<file path="src/rtl/button_debounce_bank.sv">
// -----------------------------------------------------------------------------
// button_debounce_bank
//
// Brings NUM_BTN raw board buttons into the clk_100mhz domain and debounces
// both edges. Each channel gives a clean pressed level, one-cycle press and
// release strobes and, when built with the long-press option, a one-cycle
// long-press strobe.
//
// Build option:
//   BTN_LONG_PRESS_EN  defined   -> per-channel saturating hold counter; a
//                                   btn_long strobe after 2^LONG_WIDTH-1
//                                   cycles of debounced hold.
//                      undefined -> no hold counters, btn_long tied low.
//
// Parameters:
//   NUM_BTN     number of independent channels
//   CNT_WIDTH   debounce counter width, filter window = 2^CNT_WIDTH cycles
//   ACTIVE_LOW  1: pin low = pressed, 0: pin high = pressed
//   LONG_WIDTH  hold counter width (long-press option only)
//
// Ports:
//   clk_100mhz   system clock
//   pll_rst_n    asynchronous active-low reset
//   btn_raw      raw asynchronous button pins
//   btn_state    debounced level, 1 = pressed
//   btn_press    one-cycle strobe on btn_state 0->1
//   btn_release  one-cycle strobe on btn_state 1->0
//   btn_long     one-cycle strobe when a press has been held long enough
//   any_pressed  OR of btn_state
// -----------------------------------------------------------------------------
module button_debounce_bank #(
  parameter int NUM_BTN    = 4,
  parameter int CNT_WIDTH  = 16,
  parameter int ACTIVE_LOW = 1,
  parameter int LONG_WIDTH = 24
) (
  input  logic               clk_100mhz,
  input  logic               pll_rst_n,
  input  logic [NUM_BTN-1:0] btn_raw,
  output logic [NUM_BTN-1:0] btn_state,
  output logic [NUM_BTN-1:0] btn_press,
  output logic [NUM_BTN-1:0] btn_release,
  output logic [NUM_BTN-1:0] btn_long,
  output logic               any_pressed
);

  // Synchronisers come out of reset holding the "released" pin level so no
  // phantom press is seen on the first cycles.
  localparam logic [1:0]           SYNC_RST = (ACTIVE_LOW != 0) ? 2'b11 : 2'b00;
  localparam logic [CNT_WIDTH-1:0] CNT_MAX  = '1;

  logic [1:0]           sync_q [NUM_BTN];
  logic [1:0]           sync_d [NUM_BTN];
  logic [CNT_WIDTH-1:0] cnt_q  [NUM_BTN];
  logic [CNT_WIDTH-1:0] cnt_d  [NUM_BTN];
  logic [NUM_BTN-1:0]   state_q, state_d;
  logic [NUM_BTN-1:0]   press_q, press_d;
  logic [NUM_BTN-1:0]   release_q, release_d;
  logic [NUM_BTN-1:0]   s;

  // NOTE: every variable gets a default at the top of the loop body so no
  // path leaves it unassigned; that is what keeps this block latch-free.
  always_comb begin
    for (int i = 0; i < NUM_BTN; i++) begin
      sync_d[i]    = {sync_q[i][0], btn_raw[i]};
      s[i]         = (ACTIVE_LOW != 0) ? ~sync_q[i][1] : sync_q[i][1];
      cnt_d[i]     = cnt_q[i];
      state_d[i]   = state_q[i];
      press_d[i]   = 1'b0;
      release_d[i] = 1'b0;

      if (s[i] == state_q[i]) begin
        // Any agreeing sample restarts the filter window.
        cnt_d[i] = '0;
      end else if (cnt_q[i] != CNT_MAX) begin
        cnt_d[i] = cnt_q[i] + CNT_WIDTH'(1);
      end else begin
        // Disagreement survived the whole window: accept the new level.
        state_d[i]   = s[i];
        cnt_d[i]     = '0;
        press_d[i]   = s[i];
        release_d[i] = ~s[i];
      end
    end
  end

  // NOTE: state registers use non-blocking assignments so every flop samples
  // the pre-edge value of its neighbours, exactly like the hardware.
  always_ff @(posedge clk_100mhz or negedge pll_rst_n) begin
    if (!pll_rst_n) begin
      // NOTE: the per-channel arrays are small flop banks, not RAM, so they
      // are reset element by element like any other register.
      for (int i = 0; i < NUM_BTN; i++) begin
        sync_q[i] <= SYNC_RST;
        cnt_q[i]  <= '0;
      end
      state_q   <= '0;
      press_q   <= '0;
      release_q <= '0;
    end else begin
      for (int i = 0; i < NUM_BTN; i++) begin
        sync_q[i] <= sync_d[i];
        cnt_q[i]  <= cnt_d[i];
      end
      state_q   <= state_d;
      press_q   <= press_d;
      release_q <= release_d;
    end
  end

  assign btn_state   = state_q;
  assign btn_press   = press_q;
  assign btn_release = release_q;
  assign any_pressed = |state_q;

`ifdef BTN_LONG_PRESS_EN
  localparam logic [LONG_WIDTH-1:0] HOLD_MAX = '1;

  logic [LONG_WIDTH-1:0] hold_q [NUM_BTN];
  logic [LONG_WIDTH-1:0] hold_d [NUM_BTN];
  logic [NUM_BTN-1:0]    long_q, long_d;

  always_comb begin
    for (int i = 0; i < NUM_BTN; i++) begin
      hold_d[i] = hold_q[i];
      long_d[i] = 1'b0;
      if (!state_q[i]) begin
        hold_d[i] = '0;
      end else if (hold_q[i] != HOLD_MAX) begin
        // Saturating count; the strobe fires only on the step that reaches
        // all-ones, so a long hold yields a single strobe.
        hold_d[i] = hold_q[i] + LONG_WIDTH'(1);
        long_d[i] = (hold_d[i] == HOLD_MAX);
      end
    end
  end

  always_ff @(posedge clk_100mhz or negedge pll_rst_n) begin
    if (!pll_rst_n) begin
      for (int i = 0; i < NUM_BTN; i++) begin
        hold_q[i] <= '0;
      end
      long_q <= '0;
    end else begin
      for (int i = 0; i < NUM_BTN; i++) begin
        hold_q[i] <= hold_d[i];
      end
      long_q <= long_d;
    end
  end

  assign btn_long = long_q;
`else
  // LONG_WIDTH has no meaning without the hold counters.
  logic unused_long_width;
  assign unused_long_width = ^LONG_WIDTH;
  assign btn_long          = '0;
`endif

endmodule

</file>
<file path="config.mk">
export PLATFORM = sky130hd
export DESIGN_NAME = button_debounce_bank
export DESIGN_NICKNAME = d
export VERILOG_FILES = /design/src/rtl/button_debounce_bank.sv
export SDC_FILE = /design/constraint.sdc
export NUM_CORES = 1
export LEC_CHECK = 0
export CORE_ASPECT_RATIO = 0.75
export CORE_MARGIN = 2
export CORE_UTILIZATION = 59
export DETAILED_ROUTE_END_ITERATION = 10
export GPL_TIMING_DRIVEN = 0
export PLACE_DENSITY = 0.86
export SYNTH_ARGS = -nofsm -noshare
export SYNTH_HDL_FRONTEND = slang
export SYNTH_SLANG_ARGS = --single-unit
</file>
<file path="constraint.sdc">
create_clock -name clk_100mhz -period 2.3 [get_ports clk_100mhz]
set_input_delay 0.23 -clock clk_100mhz [delete_from_list [all_inputs] [get_ports clk_100mhz]]
set_output_delay 0.23 -clock clk_100mhz [all_outputs]
set_load 0.01 [all_outputs]
</file>
### Word level (Yosys, flattened, before mapping)

Index checks and enable logic that the tools add are counted.

| storage, ports and cells | value |
|---|---|
| input bits | 6 |
| flip-flop bits (word level) | 84 |
| word-level logic and storage cells | 67 |
| output and inout port bits | 17 |

| cells by class | value |
|---|---|
| muxes and demuxes | 24 |
| add/sub/neg operators | 4 |
| eq/ne operators | 8 |
| reductions and logical operators | 5 |
| bitwise logic cells | 12 |

Operator list:

| operator | count |
|---|---|
| $mux 16 | 8 |
| $add 16x1->16 const B | 4 |
| $ne 16x16->1 const B | 4 |
| $mux 1 | 16 |
| $not 1->1 | 12 |
| $reduce_and 2->1 | 4 |
| $eq 1x1->1 | 4 |
| $reduce_or 4->1 | 1 |

### Depth between registers and ports, before layout

Gate-level depths: netlist of the first run.

| logic depth | value |
|---|---|
| word-level depth | 4 |
| gate-level depth with buffers | 6 |
| depth with buffers taken out | 5 |

### Worst setup path after synthesis of the first run

Ideal clock, no wire load.

| timing | value |
|---|---|
| kind | register to register |
| from | register cnt_q[16] (netlist bit) |
| to | register cnt_q[26] (netlist bit) |
| library setup time | 0.119 ns |
| period minus slack after synthesis | 1.687 ns |
| stages on the path, launching flop included | 7 |
| slack | 0.613 ns |
| data required time | 2.181 ns |
| buffers on the path | 1 |
| arrival time | 1.568 ns |
| path through | dfrtp_1 ha_1 nand3_2 or4_4 nand2b_4 buf_8 nor2_1 |

RTL lines:

| element | RTL line | text |
|---|---|---|
| from (decl) | 54 | `logic [CNT_WIDTH-1:0] cnt_q [NUM_BTN];` |
| from (signal, indexed assignment) | 103 | `cnt_q[i] <= cnt_d[i];` |

### Worst setup path in the final report of the first run

| timing | value |
|---|---|
| from | register state_q[2] (netlist: btn_state[2]) |
| to | output port any_pressed |

| between the ends | value |
|---|---|
| longest elaborated chain between the ends | 1 |

Ends and longest elaborated chain:

| element | RTL line | text |
|---|---|---|
| from (decl) | 56 | `logic [NUM_BTN-1:0] state_q, state_d;` |
| from (signal assigned) | 105 | `state_q <= state_d;` |
| $reduce_or 4->1 | 114 | `assign any_pressed = \|state_q;` |
| to (decl) | 44 | `output logic any_pressed` |

Every way passes these cells.

==> out/results.ini, run 1 <==
[pwr]
vdd_drop_max_mv = 0.441
powerDensity_nw_per_um2 = 617
leakage_nw = 1.79

[cts]
cts_buffers = 9
clk_pin_slew_ns = 0.08
cts_resized = 0
htreeDepth = 3
clock_path_buffers = 2
clk_latency_ns = 0.36
cts_tree = built
cts_root_buf = clkbuf_8
cts_sinks = 84

[yosys]
ys_ff_latch = 84
yosysWarnings = 0
syn_area_um2 = 3800
synth_edf_count = 0
seq_area_frac_synth_pct = 55.5
postSynthAreaPerCell_um2 = 10.6
syn_inst = 358
synth_ff_type = dfrtp_1
ys_async_sr_fraction_pct = 100
yosysUniqueCellTypes = 22

[grt]
grt_pass1_vias = 2548
grt_pass1_wl_um = 11400
grt_antenna_before_repair = 0
grt_max_degree = 62
overflow = 0
grt_usage_pct = 20.4

[critical_path]
r2r_cells = 6
cp-start-kind = flip-flop
critical_path_class = reg2out
worstPathMaxFanout = 6
slowest_delay_ns = 0.52
end_kind = primary output
crit_path_cell_trace = or4_1, clkdlybuf4s50_1
cp_slowest_cell = or4_1
cp.required_ns = 2.07
cp.arrival_ns = 1.82

[drt]
antenna_left = 0
vias_per_cell = 5.25
first_iter_violations = 151
dr.pass1.iters = 6
via_count = 2505
wl_per_cell_um = 13.5
wl_um = 6430
drcViolationCount = 0

[finish]
nNetsFinal = 402
post-route-util_pct = 69.1
areaGrowthSynthToFinish_pct = 13.6
mostFrequentLayoutCell = nor2_1
diodes = 0
nFillCells = 458
drive_gt1_share_pct = 12.4
mostFrequentLayoutCells = nor2_1 (84), dfrtp_1 (76), xnor2_1 (52), nand2_1 (20), nor3_1 (20)

[sta]
fin_crit_sh_pct = 89.2
holdWs_ns = 0.281
finalClockSkew_ns = 0.0124
finalSetupTns_ns = 0
finalCriticalPeriod_ns = 2.05
rsz0062_at_grt = false
drv_slew = 0
hold_viol_final = 0
report.final.setup_viol = 0
fmaxAchievable_mhz = 487

[status]
outcome = finished clean

[floorplanning]
core.rowCount = 25
dieArea_um2 = 7110
start_util_pct = 60.8
die_x_um = 96.7
coreArea_um2 = 6260
die_h_um = 73.5
ios = 23

[hold_path]
hold_class = in2reg
whs_path_depth = 1

[run]
drv_cap = 0

[placement]
gp_congestion = 0.786
port-buffer-count = 18
place_hpwl_um = 4540

worst max-delay path: cells and delay by family (launching register included):
kind / cells / cell delay, ns
simple gates: 1 / 0.52
flops: 1 / 0.47
buf+inv: 1 / 0.49
layer usage:
metal	up-vias	track usage (%)	share of wire (%)
met2	27	34.9	50
met5	-	0	0
met1	1229	26.0	46
met3	7	5.99	2.3
met4	0	5.95	0.93
li1	1242	-	-
Yosys cell counts (8+ instances only):
master   number  share of area, %
nand4_1      12               2.0
nand3_1      16               2.1
inv_1        16               1.6
nand2_1      20               2.0
xnor2_1      52                12
dfrtp_1      76                50
nor4_1       12               2.0
dfstp_2       8               5.5
xor2_1        8               1.8
nor2_1       84               8.3
nor3_1       20               2.6
state kept, by name, indices dropped and copies added (netlist names):
signal / flops
sync_q: 4
cnt_q: 64
sync_d: 4
btn_release: 4
btn_press: 4
btn_state: 4
cell families (layout without fill, tap and decap cells):
family | after synthesis | in the layout | synth area share, %
AND/OR/NAND/NOR | 181 | 181 | 25.1
AO/OA/AOI/OAI | 4 | 4 | 0.526
buffers and inverters | 24 | 59 | 3.65
XOR/XNOR | 60 | 60 | 13.8
flip-flops | 84 | 84 | 55.5
adder cells (fa/ha/maj) | 4 | 4 | 1.32
other | 1 | 4 | 0.0986
final cells by class:
cell class                 count  area, um2  share of cell area, %
tap                           81        101                   2.35
inverter                      16       60.1                   1.39
sequential                    84       2110                   48.9
buffer                         8       78.8                   1.82
timing repair buffer          20        215                   4.98
clock inverter                 5       52.6                   1.22
clock buffer                  10        138                   3.18
multi-input combinational    253       1560                   36.2
where the power goes:
| part | switching, mW | internal [mW] |
|---|---|---|
| logic | 0.0678 | 0.0478 |
| clock network | 0.502 | 0.519 |
| registers | 0.0233 | 1.51 |
worst paths after layout:
check	slack [ns]	endpoint	start
setup / recovery	0.25	any_pressed	btn_state[2]
hold / removal	0.28	sync_d[3]	btn_raw[2]
setup reg to reg	0.43	cnt_q[57]	cnt_q[48]
hold reg to reg	0.35	sync_q[1]	sync_d[1]
max in group asynchronous	1.34	sync_d[1]	pll_rst_n
min in group asynchronous	0.32	cnt_q[44]	pll_rst_n
stage by stage:
step / power (mW) / cell area (um2) / setup WS, ns / cells
after floorplan: 1.62 / 3810 / 0.613 / 361
after global placement: 1.66 / 4100 / -1.87 / 460
after detailed placement: 1.68 / 4120 / 0.433 / 461
after CTS: 2.69 / 4320 / 0.216 / 477
after global routing: 2.78 / 4320 / 0.182 / 477
final: 2.67 / 4320 / 0.248 / 477
what timing repair did:
item	in CTS	in global routing
hold endpoints to repair	20	0
setup buffers	0	0
hold buffers	1	0
Note: power is estimated with default switching activity, not from simulation.
==> run 2: changes to the inputs <==
CELL_PAD_IN_SITES_DETAIL_PLACEMENT = 1   (was default)
CELL_PAD_IN_SITES_GLOBAL_PLACEMENT = 2   (was default)
CORE_UTILIZATION = 39   (was 59)
==> run 2 against run 1 <==
Effect of this change:
- sequential power barely moved
- hold slack improved by 0.013 ns
- combinational power rose by 3%
- non-clock buffer count is the same
- register-to-register slack worse by 0.03 ns
- die area rose by 49%
- sequential cell count unchanged
- global-route usage is 4.0 points lower
- wire length up 17%
- first-iteration DRC count fell by 46%
- critical endpoint unchanged
==> out/results.ini, run 2 (same netlist as run 1, synthesis figures left out) <==
[critical_path]
reg2reg_slack_ns = 0.40  ; -0.03 ns
cp_num_cells = 2  ; unchanged
r2r_cells = 6  ; unchanged
cp_slowest_cell = or4_1
cp.required_ns = 2.07  ; about the same
end_kind = primary output
timing.rr.start = cnt_q[32]
critical_path_class = reg2out
worstPathMaxFanout = 6  ; unchanged
crit_path_cell_trace = or4_1, clkdlybuf4s50_1
slowest_delay_ns = 0.57  ; +0.05 ns
timing.rr.end = cnt_q[39]
critPathTopFamily = simple AND/OR/NAND/NOR gates
cp.arrival_ns = 1.86  ; +0.04 ns
endpoint = any_pressed
cp-startpoint = btn_state[2]
cp-start-kind = flip-flop
critPathBufInv = 1  ; unchanged

[run]
drv_cap = 0  ; unchanged

[finish]
mostFrequentLayoutCells = nor2_1 (84), dfrtp_1 (76), xnor2_1 (52), nand2_1 (20), nor3_1 (20)
fin_area_um2 = 4490  ; +3.9%
post-route-util_pct = 46.8  ; -22 points
nNetsFinal = 402  ; unchanged
nFillCells = 1071  ; +130%
drive_gt1_share_pct = 12.1  ; -0.25 points
mostFrequentLayoutCell = nor2_1
areaGrowthSynthToFinish_pct = 18.0
largest_reg_flops = 64  ; unchanged
diodes = 0  ; unchanged
top_register = cnt_q

[hold_path]
whs_path_depth = 1  ; unchanged
hold_class = in2reg

[pwr]
powerDensity_nw_per_um2 = 688  ; +12%
vdd_drop_max_mv = 0.366  ; -17%
leakage_nw = 1.83  ; +2.2%

[cts]
clk_latency_ns = 0.34  ; -0.02 ns
htreeDepth = 3  ; unchanged
cts_resized = 0  ; unchanged
cts_sinks = 84  ; unchanged
cts_buffers = 9  ; unchanged
clk_pin_slew_ns = 0.06  ; -0.02 ns
cts_root_buf = clkbuf_16
cts_tree = built
clock_path_buffers = 2  ; unchanged

[placement]
dp_slack_ns = 0.400  ; -0.0326 ns
place_hpwl_um = 5210  ; +15%
gp_congestion = 0.761  ; -3.2%
port-buffer-count = 18  ; unchanged
place_area_um2 = 4190  ; +1.5%

[drt]
drcViolationCount = 0  ; unchanged
via_count = 2537  ; +1.3%
wl_per_cell_um = 14.2  ; +5.3%
dr.pass1.iters = 4  ; -2
antenna_left = 0  ; unchanged
vias_per_cell = 4.80  ; -8.5%
wl_um = 7500  ; +17%
first_iter_violations = 82  ; -46%

[sta]
fmaxAchievable_mhz = 478  ; -1.9%
report.final.setup_viol = 0  ; unchanged
rsz0062_at_grt = false
hold_viol_final = 0  ; unchanged
finalSetupTns_ns = 0  ; unchanged
holdWs_ns = 0.294  ; +0.0132 ns
setup_ws_ns = 0.207  ; -0.0408 ns
finalClockSkew_ns = 0.00672  ; -0.00567 ns
fin_crit_sh_pct = 91.0  ; +1.8 points
drv_slew = 0  ; unchanged
finalCriticalPeriod_ns = 2.09  ; +0.0408 ns

[grt]
grt_pass1_wl_um = 13500  ; +18%
overflow = 0  ; unchanged
grt_antenna_before_repair = 0  ; unchanged
grt_max_degree = 52  ; -16%
grt_pass1_vias = 2858  ; +12%
grt_usage_pct = 16.4  ; -4.0 points

[floorplanning]
core.rowCount = 31  ; +24%
dieArea_um2 = 10600  ; +49%
start_util_pct = 39.7  ; -21 points
die_x_um = 118  ; +22%
die_h_um = 89.5  ; +22%
coreArea_um2 = 9580  ; +53%
ios = 23  ; unchanged

[status]
outcome = finished clean

[run 2: cell count changes in the layout (fill, tap and decap cells not counted)]
cell	previous run	this run
clkinv_2	3	1
clkinvlp_4	1	2
clkbuf_16	0	9
clkbuf_1	0	1
clkbuf_8	10	1
[run 2: per-stage QoR]
step	power (mW)	instances
after floorplan	1.62	361
final	3.09	528
after global routing	3.21	528
after global placement	1.67	511
after detailed placement	1.68	512
after CTS	3.13	528
[run 2: worst register-to-register path: stages, from the launching register on]
cell	delay, ns
dfrtp_1	0.41
ha_1	0.23
nand3_2	0.17
or4_4	0.63
nand2b_4	0.13
buf_6	0.15
nor2_1	0.06
[run 2: routing by layer]
metal | GRT usage, % | up-vias | share of wire, %
met1 | 19.8 | 1261 | 46
li1 | - | 1243 | -
met3 | 5.04 | 11 | 3.0
met4 | 6.02 | 0 | 1.7
met2 | 28.4 | 22 | 49
met5 | 0 | - | 0
[run 2: where the power goes]
group	switching [mW]	internal, mW
registers	0.0250	1.51
clock network	0.572	0.863
logic	0.0718	0.0480
[run 2: layout make-up]
type	count	area (um2)	share of cell area, %
Inverter	16	60.1	1.34
Sequential cell	84	2110	47.1
Clock inverter	4	50.0	1.12
Clock buffer	11	243	5.41
Timing Repair Buffer	20	215	4.80
Multi-Input combinational cell	253	1560	34.8
Buffer	8	78.8	1.76
Tap cell	132	165	3.68
[run 2: how the worst min path moves through the flow]
stage	from	endpoint	slack (ns)
floorplan	pll_rst_n	btn_press[0]	-0.07
global placement	sync_d[5]	sync_q[5]	0.35
detailed placement	pll_rst_n	cnt_q[43]	0.22
CTS	btn_raw[3]	sync_d[1]	0.28
global route	btn_raw[2]	sync_d[3]	0.29
finish	btn_raw[1]	sync_d[5]	0.29
[run 2: timing repair]
action,4_1_cts,5_1_grt
endpoints found under the hold margin,31,0
hold buffers,1,0
setup buffers,0,0
==> run 3: changes to the inputs <==
CTS_CLUSTER_DIAMETER = 40   (was default)
==> results of run 3 <==
Same layout as run 2: the final DEF is identical, and so are final timing and power.
